[config.mk]
export PLATFORM = sky130hd
export DESIGN_NAME = rm_violation_reporter_flat
export DESIGN_NICKNAME = d
export VERILOG_FILES = /design/src/rtl/rm_violation_reporter_if.sv /design/src/rtl/rm_violation_reporter.sv /design/src/flat_wrapper.sv
export SDC_FILE = /design/constraint.sdc
export NUM_CORES = 1
export LEC_CHECK = 0
export CAP_MARGIN = 20
export CORE_ASPECT_RATIO = 0.5
export CORE_UTILIZATION = 57
export DETAILED_ROUTE_END_ITERATION = 10
export PLACE_DENSITY = 0.78
export SYNTH_ARGS = -nofsm -noshare
export SYNTH_HDL_FRONTEND = slang
export SYNTH_SLANG_ARGS = --single-unit
[constraint.sdc]
create_clock -name clk_i -period 10.7 [get_ports clk_i]
set_input_delay 1.07 -clock clk_i [delete_from_list [all_inputs] [get_ports clk_i]]
set_output_delay 1.07 -clock clk_i [all_outputs]
set_load 0.03 [all_outputs]
[src/rtl/rm_violation_reporter_if.sv]
// Report stream between the violation reporter and the CSR/trace/interrupt logic.
//   valid : report available (driven by master)
//   ready : consumer accepts the report (driven by slave)
//   rule  : index of the reported rule
//   ts    : free-running timestamp captured when the report was loaded
//   ovf   : the rule re-fired while already pending before this report
interface rm_violation_reporter_if #(
  parameter int NUM_RULES = 78,
  parameter int TS_W      = 32
);
  localparam int ID_W = $clog2(NUM_RULES);

  logic            valid;
  logic            ready;
  logic [ID_W-1:0] rule;
  logic [TS_W-1:0] ts;
  logic            ovf;

  modport master (output valid, rule, ts, ovf, input ready);
  modport slave  (input valid, rule, ts, ovf, output ready);
endinterface

[src/rtl/rm_violation_reporter.sv]
// Runtime-monitor violation reporter.
// Detects rising edges on the per-rule monitor flags, keeps them as sticky
// pending events and serialises them lowest-index-first onto a valid/ready
// report stream with a timestamp and an overrun flag.
//   clk_i, rst_ni : clock, asynchronous active-low reset
//   monitor_i     : rule flags from the monitor lane
//   monitor_en_i  : 1 = flags valid, 0 = ignore edges
//   mask_i        : per-rule enable for new events
//   clear_i       : synchronous flush of pending, overrun, report, drop counter
//   report        : report stream (master side)
//   irq_o         : level interrupt, report valid or anything pending
//   drop_cnt_o    : saturating count of overrun events
module rm_violation_reporter #(
  parameter int NUM_RULES = 78,
  parameter int TS_W      = 32,
  parameter int DROP_W    = 16
) (
  input  logic                          clk_i,
  input  logic                          rst_ni,
  input  logic [NUM_RULES-1:0]          monitor_i,
  input  logic                          monitor_en_i,
  input  logic [NUM_RULES-1:0]          mask_i,
  input  logic                          clear_i,
  rm_violation_reporter_if.master       report,
  output logic                          irq_o,
  output logic [DROP_W-1:0]             drop_cnt_o
);
  localparam int ID_W  = $clog2(NUM_RULES);
  // Wide enough to add up to NUM_RULES overruns in one cycle without wrapping.
  localparam int SUM_W = DROP_W + ID_W + 1;

  typedef enum logic {IDLE, SEND} state_e;

  state_e               state_q, state_n;
  logic [NUM_RULES-1:0] prev_q, pending_q, ovf_q;
  logic [NUM_RULES-1:0] pending_n, ovf_n, rise, overrun, load_clr;
  logic [TS_W-1:0]      ts_cnt_q;
  logic [DROP_W-1:0]    drop_q, drop_n;
  logic [SUM_W-1:0]     drop_sum;
  logic [ID_W-1:0]      sel_idx, rule_q;
  logic [TS_W-1:0]      ts_q;
  logic                 rovf_q, irq_q;
  logic                 load;

  assign rise = monitor_i & ~prev_q & mask_i & {NUM_RULES{monitor_en_i}};

  // Lowest set pending index wins; scanning downward leaves the lowest one.
  always_comb begin
    sel_idx = '0;
    for (int i = NUM_RULES - 1; i >= 0; i--) begin
      if (pending_q[i]) sel_idx = ID_W'(i);
    end
  end

  // NOTE: every signal assigned in an always_comb gets a default first so no
  // path leaves it unassigned, which would otherwise infer a latch.
  always_comb begin
    state_n  = state_q;
    load     = 1'b0;
    load_clr = '0;
    case (state_q)
      IDLE: if (pending_q != '0) begin
        load              = 1'b1;
        load_clr[sel_idx] = 1'b1;
        state_n           = SEND;
      end
      SEND: if (report.ready) state_n = IDLE;
      default: state_n = IDLE;
    endcase
    if (clear_i) begin
      state_n = IDLE;
      load    = 1'b0;
    end
  end

  // A rise on a rule that is being loaded this cycle is a fresh event, not an overrun.
  assign overrun  = rise & pending_q & ~load_clr;
  assign drop_sum = SUM_W'(drop_q) + SUM_W'($countones(overrun));

  always_comb begin
    pending_n = rise | (pending_q & ~load_clr);
    ovf_n     = (ovf_q & ~load_clr) | overrun;
    drop_n    = (drop_sum > SUM_W'({DROP_W{1'b1}})) ? '1 : drop_sum[DROP_W-1:0];
    if (clear_i) begin
      pending_n = '0;
      ovf_n     = '0;
      drop_n    = '0;
    end
  end

  // NOTE: sequential state uses non-blocking assignments so every register
  // samples the pre-edge values, independent of statement order.
  always_ff @(posedge clk_i or negedge rst_ni) begin
    if (!rst_ni) begin
      state_q   <= IDLE;
      prev_q    <= '0;
      pending_q <= '0;
      ovf_q     <= '0;
      ts_cnt_q  <= '0;
      drop_q    <= '0;
      rule_q    <= '0;
      ts_q      <= '0;
      rovf_q    <= 1'b0;
      irq_q     <= 1'b0;
    end else begin
      state_q   <= state_n;
      prev_q    <= monitor_i;
      pending_q <= pending_n;
      ovf_q     <= ovf_n;
      ts_cnt_q  <= ts_cnt_q + 1'b1;
      drop_q    <= drop_n;
      irq_q     <= (state_n == SEND) | (pending_n != '0);
      if (load) begin
        rule_q <= sel_idx;
        ts_q   <= ts_cnt_q;
        rovf_q <= ovf_q[sel_idx];
      end
    end
  end

  // valid decodes straight from the state register so an asynchronous reset
  // drops it immediately.
  assign report.valid = (state_q == SEND);
  assign report.rule  = rule_q;
  assign report.ts    = ts_q;
  assign report.ovf   = rovf_q;
  assign irq_o        = irq_q;
  assign drop_cnt_o   = drop_q;
endmodule

[src/flat_wrapper.sv]
// flat-port wrapper written by rule: the top's interface ports become plain ports
module rm_violation_reporter_flat 
#(
  parameter int NUM_RULES = 78,
  parameter int TS_W      = 32,
  parameter int DROP_W    = 16
)
  (clk_i, rst_ni, monitor_i, monitor_en_i, mask_i, clear_i, irq_o, drop_cnt_o, report_valid, report_rule, report_ts, report_ovf, report_ready);
  rm_violation_reporter_if #(.NUM_RULES(NUM_RULES), .TS_W(TS_W)) report_i ();
  input  logic clk_i;
  input  logic rst_ni;
  input  logic [NUM_RULES-1:0] monitor_i;
  input  logic monitor_en_i;
  input  logic [NUM_RULES-1:0] mask_i;
  input  logic clear_i;
  output logic irq_o;
  output logic [DROP_W-1:0] drop_cnt_o;
  output wire logic [$bits(report_i.valid)-1:0] report_valid;
  output wire logic [$bits(report_i.rule)-1:0] report_rule;
  output wire logic [$bits(report_i.ts)-1:0] report_ts;
  output wire logic [$bits(report_i.ovf)-1:0] report_ovf;
  input wire logic [$bits(report_i.ready)-1:0] report_ready;
  assign report_valid = report_i.valid;
  assign report_rule = report_i.rule;
  assign report_ts = report_i.ts;
  assign report_ovf = report_i.ovf;
  assign report_i.ready = report_ready;
  rm_violation_reporter #(.NUM_RULES(NUM_RULES), .TS_W(TS_W), .DROP_W(DROP_W)) u_core (.clk_i(clk_i), .rst_ni(rst_ni), .monitor_i(monitor_i), .monitor_en_i(monitor_en_i), .mask_i(mask_i), .clear_i(clear_i), .report(report_i), .irq_o(irq_o), .drop_cnt_o(drop_cnt_o));
endmodule
==> impl_metrics.csv <==
group,metric,value,unit
outcome,status,"finished, violations left",
outcome,violations,"design-rule violations",
global_routing,grt_max_degree,161,
drt,vias,17400,
synthesis,synth_ff_type,"dfrtp_1",
synthesis,synth_xor_xnor_area_share,0.0188,
worst_setup_path,worst_setup_path_start_kind,"register",
synthesis,synth_compound_area_frac,0.146,
synthesis,synthSimpleGateAreaFrac,0.186,
sta,final-hold-violation-count,0,
placed_design,dp.cells,2574,
drt,drt-total-wl,74.4,mm
drt,remaining_drc_errors,1,
clock_network,cts_sinks,324,
floorplan,dieArea,0.0335,sq mm
worst_setup_path,endpoint_kind,"register",
run,maxCapViolations,0,
worst_setup_path,path_max_fanout,10,
final_layout,nets,2492,
drt,drtIter0Drc,2481,
placed_design,dpl.hpwl,55.4,mm
synthesis,async_flop_share,1.00,
floorplan,ios,219,
worst_setup_path,cp_common_cell,"fa_1",
synthesis,synth_area_per_cell,9.75,sq um
sta,setup_viol,0,
placed_design,gp_congestion,1.08,
clock_network,cts.path.max_buffers,3,
final_layout,drive_above_1_share,0.111,
final_layout,synthToLayoutAreaGrowth,24.0,%
synthesis,synthTopCellsByArea,"dfrtp_1 (44%), fa_1 (8.4%), ha_1 (4.7%)",
final_layout,final_common_cell,"dfrtp_1",
clock_network,clkTransAtPathRegs,0.07,ns
drt,ant_nets,0,
sta,finClkSkew,0.0183,ns
clock_network,cts_tree,"yes",
global_routing,grt_first_pass_wirelength,108,mm
synthesis,synth_enable_flop_cells,0,
worst_setup_path,slowest_stage,"fa_1",
final_layout,fin_cells,2639,
sta,holdWs,0.447,ns
synthesis,synth_cell_type_count,80,
floorplan,start_util,0.583,
worst_setup_path,reg2reg_depth,36,
synthesis,synth_top_area_share,0.435,
clock_network,insertion_delay,0.60,ns
drt,routedWlPerCell,28.2,um
drt,first_pass_iters,10,
floorplan,row_count,46,
synthesis,synth-seq-area-share,0.435,
clock_network,clockRootBuffer,"clkbuf_16",
power_and_ir_drop,p_leak,10.4,nW
sta,setup_tns,0,ns
global_routing,grt_pass1_vias,16700,
clock_network,htree_levels,1,
power_and_ir_drop,power_density,151,mW/mm^2
worst_setup_path,r2r_start,"u_core.pending_q[8]",
sta,slew_violations,0,
synthesis,synthMuxAreaShare,0.0250,
synthesis,syn-cell-area,0.0186,sq mm
floorplan,coreArea,0.0319,sq mm
worst_setup_path,r2r_end,"u_core.drop_cnt_o[15]",
synthesis,synth-seq-cells,324,
synthesis,synthAdderAreaFrac,0.131,
global_routing,antenna_found_initial,5,
sta,worstMarginPinSlew,1.19,ns
global_routing,grt_overflow,0,
synthesis,yosys_warnings,0,
global_routing,grtUsageTotal,0.444,
floorplan,die_h,130,um
worst_setup_path,max_stage_delay,0.75,ns
worst_setup_path,required,11.20,ns
floorplan,die_x,258,um
power_and_ir_drop,vdd_drop_max,0.000135,V
synthesis,synth_fp_nets,2221,
synthesis,synth_top_family_by_area,"simple AND/OR/NAND/NOR gates",
clock_network,cts_buffers,30,
power_and_ir_drop,finalPower,3.49,mW
sta,period_needed,10.41,ns
final_layout,n_antenna_cell,0,
sta,slew_headroom,0.202,
worst_setup_path,r2r_slack,0.29,ns
worst_setup_path,worstPathArrival,10.91,ns
worst_hold_path,hold_path_class,"in2async",
sta,min_period_over_period,0.973,
worst_setup_path,critPathKind,"reg2reg",
synthesis,syn_inst,1912,
drt,vias_per_cell,6.59,
sta,max_freq,96.1,MHz
placed_design,io_buffer_count,218,
synthesis,synth_top_area_cell,"dfrtp_1",
final_layout,mostFrequentLayoutCells,"dfrtp_1 (323), nor2_1 (221), clkdlybuf4s50_1 (215), inv_1 (204), a21oi_1 (165)",
[metal layers]
metal | global-route usage | up-vias | wire [um]
li1 | - | 7291 | -
met1 | 0.631 | 8605 | 30200
met2 | 0.589 | 1289 | 29100
met3 | 0.229 | 208 | 13000
met4 | 0.114 | 6 | 2130
met5 | 0 | - | 34
[area by class of cell]
| class | count | area [sq um] |
|---|---|---|
| clock inverter | 21 | 273 |
| timing repair buffer | 318 | 2990 |
| fill | 2314 | 8830 |
| multi-input combinational | 1305 | 9640 |
| clock buffer | 35 | 790 |
| tap | 432 | 541 |
| inverter | 204 | 766 |
| sequential | 324 | 8110 |
[registers in the layout, indices dropped and copies added (netlist names), 7 cells and up]
register            flops
u_core.ovf_q           78
u_core.pending_q       78
u_core.prev_q          78
u_core.report.ts       32
u_core.ts_cnt_q        32
u_core.drop_cnt_o      16
u_core.report.rule      7
[worst max-delay path by stage]
stage / from / endpoint / depth (start not counted)
after floorplan: u_core.pending_q[22] / u_core.drop_cnt_o[15] / 39
after global placement: u_core.pending_q[28] / u_core.drop_cnt_o[15] / 39
after detailed placement: u_core.pending_q[15] / u_core.drop_cnt_o[15] / 38
after CTS: u_core.pending_q[7] / u_core.drop_cnt_o[15] / 34
after global routing: u_core.pending_q[15] / u_core.drop_cnt_o[15] / 37
final: u_core.pending_q[8] / u_core.drop_cnt_o[15] / 36
[kinds of logic after synthesis]
logic type                 Yosys count
AOI/OAI and AO/OA                  416
xor gates and xnor gates            40
adders and majority gates          148
buffers and inverters              283
DFF                                324
muxes                               41
and+or+nand+nor                    660
[critical path, delay by kind of cell (launching register included)]
kind,cells,cell delay (ns)
adders and majority gates,11,5.27
AOI/OAI and AO/OA,12,2.63
and+or+nand+nor,7,1.23
buffers and inverters,6,0.71
DFF,1,0.46
[power breakdown]
part	switching (mW)	internal, mW
combinational	0.669	0.328
clock	0.531	0.657
sequential	0.0374	1.26
total	1.24	2.25
[what timing repair did]
action,CTS,global route
gates resized for setup,0,32
setup endpoints to repair,0,16
hold buffers,0,0
setup buffers,0,8
[per-stage QoR]
stage	area (sq um)	utilization	worst slack [ns]
5_1_grt	23100	0.724	-0.00912
2_1_floorplan	18600	-	0.882
4_1_cts	22900	0.715	0.200
3_3_place_gp	21800	0.682	0.303
6_report	23100	0.724	0.293
3_5_place_dp	21800	0.682	0.276
[synthesized netlist by cell type, types with 5 or more instances]
| library cell | n |
|---|---|
| nand2b_1 | 8 |
| and3_1 | 21 |
| clkbuf_1 | 61 |
| dfrtp_1 | 324 |
| ha_1 | 70 |
| nand3_1 | 43 |
| nor2_1 | 224 |
| xor2_1 | 9 |
| or2_2 | 6 |
| xnor2_1 | 31 |
| nor4_1 | 37 |
| nand4_1 | 14 |
| o22ai_1 | 5 |
| nor3_1 | 32 |
| a221o_1 | 6 |
| a41oi_1 | 7 |
| mux2_2 | 33 |
| mux2i_1 | 6 |
| o211ai_1 | 13 |
| and2_1 | 8 |
| o21ai_0 | 52 |
| and4b_1 | 30 |
| fa_1 | 78 |
| buf_2 | 13 |
| a311oi_1 | 13 |
| a211oi_1 | 18 |
| nand4b_1 | 55 |
| inv_1 | 204 |
| a221oi_1 | 20 |
| o21ai_1 | 8 |
| a21oi_1 | 167 |
| a21o_1 | 6 |
| o41ai_1 | 6 |
| or3_1 | 9 |
| a31oi_1 | 5 |
| nand2_1 | 134 |
| or4_1 | 10 |
| o21bai_1 | 9 |
| nor2b_1 | 12 |
| o31ai_1 | 38 |
Note: power is estimated with default switching activity, not from simulation.
